<file path="src/rtl/shift_chain_pkg.sv">
// Shared types and sizing helpers for the shift-chain driver family.
package shift_chain_pkg;

   typedef enum logic [1:0] {
      IDLE  = 2'd0,
      SETUP = 2'd1,
      HIGH  = 2'd2,
      LATCH = 2'd3
   } state_e;

   function automatic int frame_bits(input int n_bytes);
      return 8 * n_bytes;
   endfunction

   // Bits needed to hold the values 0..n-1, never less than one.
   function automatic int cnt_width(input int n);
      if (n <= 2) begin
         return 1;
      end else begin
         return $clog2(n);
      end
   endfunction

endpackage

</file>
<file path="src/rtl/tick_divider.sv">
// Free-running modulo-CLK_DIV counter producing a one-cycle tick on its last count.
module tick_divider
   import shift_chain_pkg::*;
#(
   parameter int CLK_DIV = 4
) (
   input  logic clk,
   input  logic rst,
   input  logic i_clear,
   input  logic i_en,
   output logic o_tick
);

   localparam int DW = cnt_width(CLK_DIV);
   localparam logic [DW-1:0] LAST = DW'(CLK_DIV - 1);

   logic [DW-1:0] count_q;
   logic [DW-1:0] count_d;

   // Next count: clear wins, otherwise wrap at LAST while enabled.
   always_comb begin
      count_d = count_q;
      if (i_clear) begin
         count_d = {DW{1'b0}};
      end else if (i_en) begin
         if (count_q == LAST) begin
            count_d = {DW{1'b0}};
         end else begin
            count_d = count_q + DW'(1);
         end
      end else begin
         count_d = count_q;
      end
   end

   // Count register.
   always_ff @(posedge clk or posedge rst) begin
      if (rst) begin
         count_q <= {DW{1'b0}};
      end else begin
         count_q <= count_d;
      end
   end

   assign o_tick = i_en & (count_q == LAST);

endmodule

</file>
<file path="src/rtl/shift_chain_driver.sv">
// Serial driver for a chain of 74HC595-style registers: parallel frame in, DS/SHCP/STCP out.
// A one-entry holding buffer lets the next frame start on the same edge the current one latches.
module shift_chain_driver
   import shift_chain_pkg::*;
#(
   parameter int N_BYTES   = 3,
   parameter int CLK_DIV   = 4,
   parameter int LSB_FIRST = 0
) (
   input  logic                 clk,
   input  logic                 rst,
   input  logic [8*N_BYTES-1:0] i_data,
   input  logic                 i_valid,
   output logic                 o_ready,
   output logic                 o_busy,
   output logic                 o_done,
   output logic                 o_STCP,
   output logic                 o_SHCP,
   output logic                 o_DS
);

   localparam int FB = frame_bits(N_BYTES);
   localparam int CW = cnt_width(FB + 1);

   state_e          state_q, state_d;
   logic [FB-1:0]   shift_q, shift_d;
   logic [FB-1:0]   hold_q, hold_d;
   logic            hold_full_q, hold_full_d;
   logic [CW-1:0]   bitcnt_q, bitcnt_d;
   logic            shcp_q, shcp_d;
   logic            stcp_q, stcp_d;
   logic            ds_q, ds_d;
   logic            busy_q, busy_d;
   logic            done_q, done_d;
   logic            ready_q, ready_d;

   logic            accept_s;
   logic            capture_s;
   logic            tick_s;
   logic            div_en_s;
   logic            div_clear_s;
   logic [FB-1:0]   load_frame_s;

   function automatic logic first_bit(input logic [FB-1:0] v);
      if (LSB_FIRST != 0) begin
         return v[0];
      end else begin
         return v[FB-1];
      end
   endfunction

   function automatic logic [FB-1:0] advance(input logic [FB-1:0] v);
      if (LSB_FIRST != 0) begin
         return {1'b0, v[FB-1:1]};
      end else begin
         return {v[FB-2:0], 1'b0};
      end
   endfunction

   assign accept_s     = i_valid & ~hold_full_q;
   assign div_en_s     = (state_q != IDLE);
   // A frame arriving on the latch-completing edge goes straight to the shifter, not the buffer.
   assign capture_s    = accept_s & (state_q != IDLE) & ~((state_q == LATCH) & tick_s);
   assign load_frame_s = hold_full_q ? hold_q : i_data;

   tick_divider #(
      .CLK_DIV (CLK_DIV)
   ) u_div (
      .clk     (clk),
      .rst     (rst),
      .i_clear (div_clear_s),
      .i_en    (div_en_s),
      .o_tick  (tick_s)
   );

   // Frame FSM: SETUP/HIGH alternate per bit, LATCH pulses STCP, then reload or go idle.
   always_comb begin
      state_d     = state_q;
      shift_d     = shift_q;
      hold_d      = hold_q;
      hold_full_d = hold_full_q;
      bitcnt_d    = bitcnt_q;
      shcp_d      = shcp_q;
      stcp_d      = stcp_q;
      ds_d        = ds_q;
      busy_d      = busy_q;
      done_d      = 1'b0;
      div_clear_s = 1'b0;
      case (state_q)
         IDLE: begin
            if (accept_s) begin
               shift_d     = load_frame_s;
               bitcnt_d    = CW'(FB);
               ds_d        = first_bit(load_frame_s);
               busy_d      = 1'b1;
               div_clear_s = 1'b1;
               state_d     = SETUP;
            end else begin
               busy_d = 1'b0;
            end
         end
         SETUP: begin
            if (tick_s) begin
               shcp_d  = 1'b1;
               state_d = HIGH;
            end else begin
               shcp_d = 1'b0;
            end
         end
         HIGH: begin
            if (tick_s) begin
               shcp_d   = 1'b0;
               shift_d  = advance(shift_q);
               bitcnt_d = bitcnt_q - CW'(1);
               if (bitcnt_q == CW'(1)) begin
                  stcp_d  = 1'b1;
                  state_d = LATCH;
               end else begin
                  ds_d    = first_bit(advance(shift_q));
                  state_d = SETUP;
               end
            end else begin
               shcp_d = 1'b1;
            end
         end
         LATCH: begin
            if (tick_s) begin
               stcp_d = 1'b0;
               done_d = 1'b1;
               if (hold_full_q || accept_s) begin
                  shift_d     = load_frame_s;
                  bitcnt_d    = CW'(FB);
                  ds_d        = first_bit(load_frame_s);
                  hold_full_d = 1'b0;
                  state_d     = SETUP;
               end else begin
                  ds_d    = 1'b0;
                  busy_d  = 1'b0;
                  state_d = IDLE;
               end
            end else begin
               stcp_d = 1'b1;
            end
         end
         default: begin
            state_d = IDLE;
            shcp_d  = 1'b0;
            stcp_d  = 1'b0;
            ds_d    = 1'b0;
            busy_d  = 1'b0;
         end
      endcase
      if (capture_s) begin
         hold_d      = i_data;
         hold_full_d = 1'b1;
      end else begin
         hold_d = hold_q;
      end
      ready_d = ~hold_full_d;
   end

   // State and output registers; reset aborts any frame without pulsing STCP.
   always_ff @(posedge clk or posedge rst) begin
      if (rst) begin
         state_q     <= IDLE;
         shift_q     <= {FB{1'b0}};
         hold_q      <= {FB{1'b0}};
         hold_full_q <= 1'b0;
         bitcnt_q    <= {CW{1'b0}};
         shcp_q      <= 1'b0;
         stcp_q      <= 1'b0;
         ds_q        <= 1'b0;
         busy_q      <= 1'b0;
         done_q      <= 1'b0;
         ready_q     <= 1'b1;
      end else begin
         state_q     <= state_d;
         shift_q     <= shift_d;
         hold_q      <= hold_d;
         hold_full_q <= hold_full_d;
         bitcnt_q    <= bitcnt_d;
         shcp_q      <= shcp_d;
         stcp_q      <= stcp_d;
         ds_q        <= ds_d;
         busy_q      <= busy_d;
         done_q      <= done_d;
         ready_q     <= ready_d;
      end
   end

   assign o_ready = ready_q;
   assign o_busy  = busy_q;
   assign o_done  = done_q;
   assign o_STCP  = stcp_q;
   assign o_SHCP  = shcp_q;
   assign o_DS    = ds_q;

endmodule

</file>
<file path="config.mk">
export PLATFORM = sky130hd
export DESIGN_NAME = shift_chain_driver
export DESIGN_NICKNAME = d
export VERILOG_FILES = /design/src/rtl/shift_chain_pkg.sv /design/src/rtl/tick_divider.sv /design/src/rtl/shift_chain_driver.sv
export SDC_FILE = /design/constraint.sdc
export NUM_CORES = 1
export LEC_CHECK = 0
export BUFFER_PORTS_ARGS = -buffer_cell sky130_fd_sc_hd__buf_2
export CORE_MARGIN = 2
export CORE_UTILIZATION = 53
export DETAILED_ROUTE_END_ITERATION = 8
export PLACE_DENSITY = 0.76
export SETUP_SLACK_MARGIN = 0.4
export SLEW_MARGIN = 20
export SYNTH_ARGS = -nofsm -noshare
export SYNTH_HDL_FRONTEND = slang
export SYNTH_SLANG_ARGS = --single-unit
</file>
<file path="constraint.sdc">
create_clock -name clk -period 2.6 [get_ports clk]
set_input_delay 0.39 -clock clk [delete_from_list [all_inputs] [get_ports clk]]
set_output_delay 0.39 -clock clk [all_outputs]
set_load 0.01 [all_outputs]
</file>
# Yosys cells after proc, flatten, opt, wreduce, memory -nomap -nowiden

Cells that the tools add are included.
Widths: inputs -> output; s select.

Output and inout bits: 6
Logic and storage cells: 91
Bits in registers: 63

Eq/ne operators: 13
Muxes and demuxes: 43
Reduce and logical (&&, ||, !) cells: 13
Add/sub/neg operators: 2
Bitwise gates (word level): 8

Operators by type and width:

| cell                | count |
|---|---|
| $mux 23             | 4 |
| $pmux 23 s3         | 1 |
| $mux 24             | 1 |
| $mux 5              | 4 |
| $mux 1              | 19 |
| $mux 2              | 8 |
| $pmux 5 s3          | 1 |
| $ne 2x2->1 const B  | 7 |
| $reduce_and 5->1    | 2 |
| $reduce_bool 2->1   | 5 |
| $pmux 2 s4          | 1 |
| $eq 2x2->1 const B  | 3 |
| $pmux 1 s2          | 3 |
| $reduce_and 3->1    | 2 |
| $and 1x1->1         | 5 |
| $eq 5x1->1 const B  | 1 |
| $sub 5x1->5 const B | 1 |
| $reduce_and 4->1    | 1 |
| $not 1->1           | 3 |
| $pmux 1 s3          | 1 |
| $reduce_bool 3->1   | 1 |
| $add 2x1->2 const B | 1 |
| $eq 2x1->1 const B  | 1 |
| $logic_not 2->1     | 1 |
| other kinds (2)     | 2 |

# Depth between registers and ports, before layout

Word-level depth: 8
Gate-level depth with buffers: 11
Depth with buffers taken out: 8

# Cells and area by module

Synthesis repeated with hierarchy kept, for this count alone.

Cell total of the unflattened synthesis: 305
Area total of the unflattened synthesis: 3214.3 um2

By module, submodules not included:

| module             | cells an instance | area an instance (um2) | instances | sequential area each (um2) |
|---|---|---|---|---|
| shift_chain_driver | 296               | 3114.2                 | 1         | 1527.7 |
| tick_divider       | 9                 | 100.1                  | 1         | 50.0 |

# Worst setup path after synthesis

Ideal clock, no wire load.

Path kind: reg-to-reg
From: reg state_q[0]
To: reg shift_q[10]
Arrival: 2.455 ns
Cell stages (with the launch flop): 12
Slack: 0.017 ns
Buffers on the path: 3
Setup time: 0.127 ns
Period minus slack after synthesis: 2.583 ns
Data required time: 2.473 ns
Cell sequence: dfrtp_1 inv_1 ha_1 clkbuf_1 nand2b_1 ha_1 or2_1 o32ai_4 and2_1 buf_6 buf_6 mux2_1

Cells in the longest elaborated chain, start to end: 4
Elaborated cells between the ends (all ways): 12
Those cells by class: eq/ne: 6; mux: 1; bitwise: 1; reduce/logical: 4

Ends and longest elaborated chain:

| element                           | RTL line                  | text |
|---|---|---|
| start, declared                   | shift_chain_driver.sv:25  | `state_e state_q, state_d;` |
| start signal, assigned            | shift_chain_driver.sv:177 | `state_q <= state_d;` |
| $reduce_bool 2->1                 | shift_chain_driver.sv:61  | `assign div_en_s = (state_q != IDLE);` |
| $and 1x1->1                       | tick_divider.sv:45        | `assign o_tick = i_en & (count_q == LAST);` |
| $ne 2x2->1 (no source line)       | n/a                       |  |
| $reduce_and 5->1 (no source line) | n/a                       |  |
| end signal, assigned              | shift_chain_driver.sv:166 | `shift_q <= {FB{1'b0}};` |
| end signal, assigned              | shift_chain_driver.sv:178 | `shift_q <= shift_d;` |
| end, declared                     | shift_chain_driver.sv:26  | `logic [FB-1:0] shift_q, shift_d;` |

Several ways; a longest one is shown, not always the timed one.
A chain may end at the register's enable or synchronous reset.

# Worst setup path after layout

From: reg state_q[0]
To: reg shift_q[1]

Same word-level chain as after synthesis.

==> results.md <==
- Status: finished, final reports clean
- # setup viols final: 0
- Worst skew pair latency: 0.34 ns
- Clk root buf: clkbuf_8
- Setup CP Type: reg2reg
- CTS tree: yes
- Iter 0 DRT Violations: about 130
- Leak pwr: around 1.9 nW
- Commonest non-fill, non-tap cells in the layout: dfrtp_1 (62), buf_2 (32), nand2_1 (27), mux2i_1 (26), o21ai_0 (26)
- Psw: 0.00203 W
- CP required: 2.82 ns
- # rows: 28
- Tot GR Track Use: 0.212
- CP delay by family, top: simple AND/OR/NAND/NOR gates
- Critical Path Most Common Cell: ha_4
- CP arrival: 2.41 ns
- Synthesized area per cell: between 10 and 15 sq um
- Drt drc: 0
- Maximum fanout along the worst path: 7
- Die area: roughly 6600 sq um
- Largest stage delay on the critical path: 0.37 ns
- Largest family of logic cells by synthesized area: multiplexers
- Bufs on Longest Clock Path: 2
- Total Wirelength: between 6000 and 7000 um
- Syn nets: 309
- Initial antenna violation count: 0
- I/O Buffers: 32
- DR vias: ~2.2k
- Clock transition at the registers of the reported paths: ~0.07 ns
- Max-cap violations: 0
- Global-route wire length before repair: slightly above 10000 um
- Final Hold Fails: 0
- Initial Util: 0.542
- Hold WC Path Type: in2async
- Comb pwr share: 0.573
- Crit start category: flop
- Total Power: 0.00581 W
- Setup_tns: 0 ns
- Post-Synth Simple-Gate Area: 0.0749
- N_diodes: 0
- Post-synthesis xor/xnor area fraction: 0
- Final Slew Violations: 0
- Worst path cell trace: inv_2 -> ha_4 -> nand2b_4 -> ha_4 -> or2_4 -> o32ai_4 -> and2_4 -> bufbuf_16 -> mux2_1
- Synth cell types: 36
- Synthesized flop and latch total: between 60 and 70
- Vias in the first global route: around 2.2k
- Die width: 81.4 um
- Clk_skew: 0.00977 ns
- Post-synthesis mux area share: 0.249
- Clock network power share: 0.132
- Post-synthesis sequential area ratio: 0.497
- Final ANT Viol Nets: 0
- Slew margin rel.: 0.576
- Area grow syn2layout: 23.3%
- Cts bufs inserted: 9
- Power Density: about 1500 nW/um^2
- Crit. End Element: flop
- RSZ-0062 raised after global routing: yes
- Least-Margin Pin Slew: 0.627 ns
- Worst path bufs/invs: 2
- Placer congestion estimate: about 0.86
- Vias/cell: 5.46
- Sequential Power Share: 0.295
- Fmax: 458 MHz
- Cells after Synth: 273
- Core Area: 5850 sq um
- Global route overflow: 0
- Sw Ratio: 0.350
- I/O pins: 33
- Clk sinks: 63
- H-tree depth: 3
- Die span in y: roughly 81 um
- Final #Nets: 358
- Ys Warns: 0
- Layout cells sized above 1: 0.391
- Critical-path top delay cell: dfrtp_1
- Drt wl/cell: about 16 um
- Dpl hpwl: ~3800 um
- Max rail drop VDD: 714 uV
- DR pass1 iterations: 4
- Synth Area in Compound Gates: 0.101
- Post-route minimum period: around 2.2 ns
- Period Utilization, post-route: 0.840
- Pint: 0.00378 W
- Mapped cell area: 3170 sq um
- Adder-cell share of the synthesized area: 0.0355
- Leading cell type in the layout, fill and taps excluded: dfrtp_1
- Largest net degree at the start of global routing: 64
logic make-up after synthesis:
kind of cell | count (synthesis)
adders and majority gates | 9
muxes | 73
AOI/OAI and AO/OA | 51
and+or+nand+nor | 49
buffers and inverters | 28
DFF | 63
stage by stage:
step / setup slack, ns / hold slack [ns] / area [sq um] / std cells / utilization
floorplan: 0.119 / 0.451 / 3260 / 273 / -
global placement: 0.267 / 0.468 / 3510 / 375 / 0.601
detailed placement: 0.176 / 0.475 / 3510 / 375 / 0.601
CTS: 0.381 / 0.115 / 3810 / 396 / 0.652
global route: 0.338 / 0.133 / 3910 / 402 / 0.669
finish: 0.415 / 0.0961 / 3910 / 402 / 0.669
area by class of cell:
class | instances | area (sq um)
fill | 413 | 1940
multi-input combinational | 182 | 1600
sequential | 63 | 1580
timing repair buffer | 53 | 418
clock buffer | 12 | 155
tap | 75 | 93.8
inverter | 13 | 48.8
clock inverter | 4 | 20.0
power by group through the flow:
stage	logic (W)	registers (W)	clock network (W)
after detailed placement	0.00259	0.00171	0
final	0.00333	0.00172	0.000766
after global placement	0.00249	0.00169	0
after global routing	0.00359	0.00177	0.000827
after floorplan	0.00215	0.00167	0
after CTS	0.00300	0.00171	0.000780
synth_stat cells:
master / n / area share
o21ai_0: 26 / 0.041
dfrtp_1: 62 / 0.49
dfstp_2: 1 / 0.0083
o31ai_1: 1 / 0.0024
nor2b_1: 1 / 0.0020
buf_2: 5 / 0.0079
o21ba_2: 1 / 0.0032
nand2_1: 27 / 0.032
o32ai_4: 1 / 0.0087
and2_1: 2 / 0.0039
nor4b_1: 1 / 0.0028
mux2_1: 23 / 0.082
a21oi_1: 6 / 0.0095
or2_2: 1 / 0.0020
ha_1: 9 / 0.035
a211oi_1: 1 / 0.0024
or2_1: 1 / 0.0020
clkbuf_1: 7 / 0.0083
nor3_1: 2 / 0.0032
o21a_1: 3 / 0.0071
mux2_2: 24 / 0.085
and3_1: 1 / 0.0020
nor3b_1: 1 / 0.0024
inv_1: 13 / 0.015
nor2_1: 2 / 0.0024
a31oi_1: 7 / 0.014
o22ai_1: 1 / 0.0020
o211ai_1: 1 / 0.0024
buf_6: 3 / 0.011
a41oi_1: 1 / 0.0028
o221a_2: 1 / 0.0035
nand3_1: 4 / 0.0063
nand2b_1: 5 / 0.0099
o2bb2ai_1: 1 / 0.0028
nor2b_4: 1 / 0.0043
mux2i_1: 26 / 0.082
registers in the layout (all words and copies together), names as in the netlist:
register       flops
hold_full_q        1
hold_q            24
o_SHCP             1
o_STCP             1
o_DS               1
o_ready            1
o_done             1
o_busy             1
u_div.count_q      2
state_q            2
shift_q           23
bitcnt_q           5
worst reg2reg max path: stages (launching register included):
cell and delay, ns:
dfrtp_1 0.37, inv_2 0.07, ha_4 0.16, nand2b_4 0.14, ha_4 0.17, or2_4 0.24
o32ai_4 0.10, and2_4 0.20, bufbuf_16 0.27, mux2_1 0.32
layer usage:
metal | routed length (um) | track usage
met3 | 216 | 0.0411
met5 | 0 | 0
met1 | 2850 | 0.267
met2 | 3220 | 0.342
met4 | 196 | 0.120
path summary, 6_finish.rpt:
path / from / endpoint / slack (ns) / cells after the start
min in group clk: i_data[15] / hold_q[15]$_DFFE_PP0P_ / 0.29 / 2
min reg2reg: shift_q[0]$_DFFE_PP0P_ / shift_q[0]$_DFFE_PP0P_ / 0.50 / 1
max reg2reg: state_q[0]$_DFFE_PP0P_ / shift_q[1]$_DFFE_PP0P_ / 0.41 / 9
min: rst / shift_q[21]$_DFFE_PP0P_ / 0.1 / 3
max in group asynchronous: rst / o_ready$_DFF_PP1_ / 2.17 / 3
max: state_q[0]$_DFFE_PP0P_ / shift_q[1]$_DFFE_PP0P_ / 0.41 / 9
what timing repair did:
action,4_1_cts,5_1_grt
buffers inserted,3,5
resized for setup,9,8
setup endpoints to repair,25,23
hold buffers,0,0
cloned,2,1
pin swaps,2,5
No activity file was read; power rests on OpenSTA's default activity.
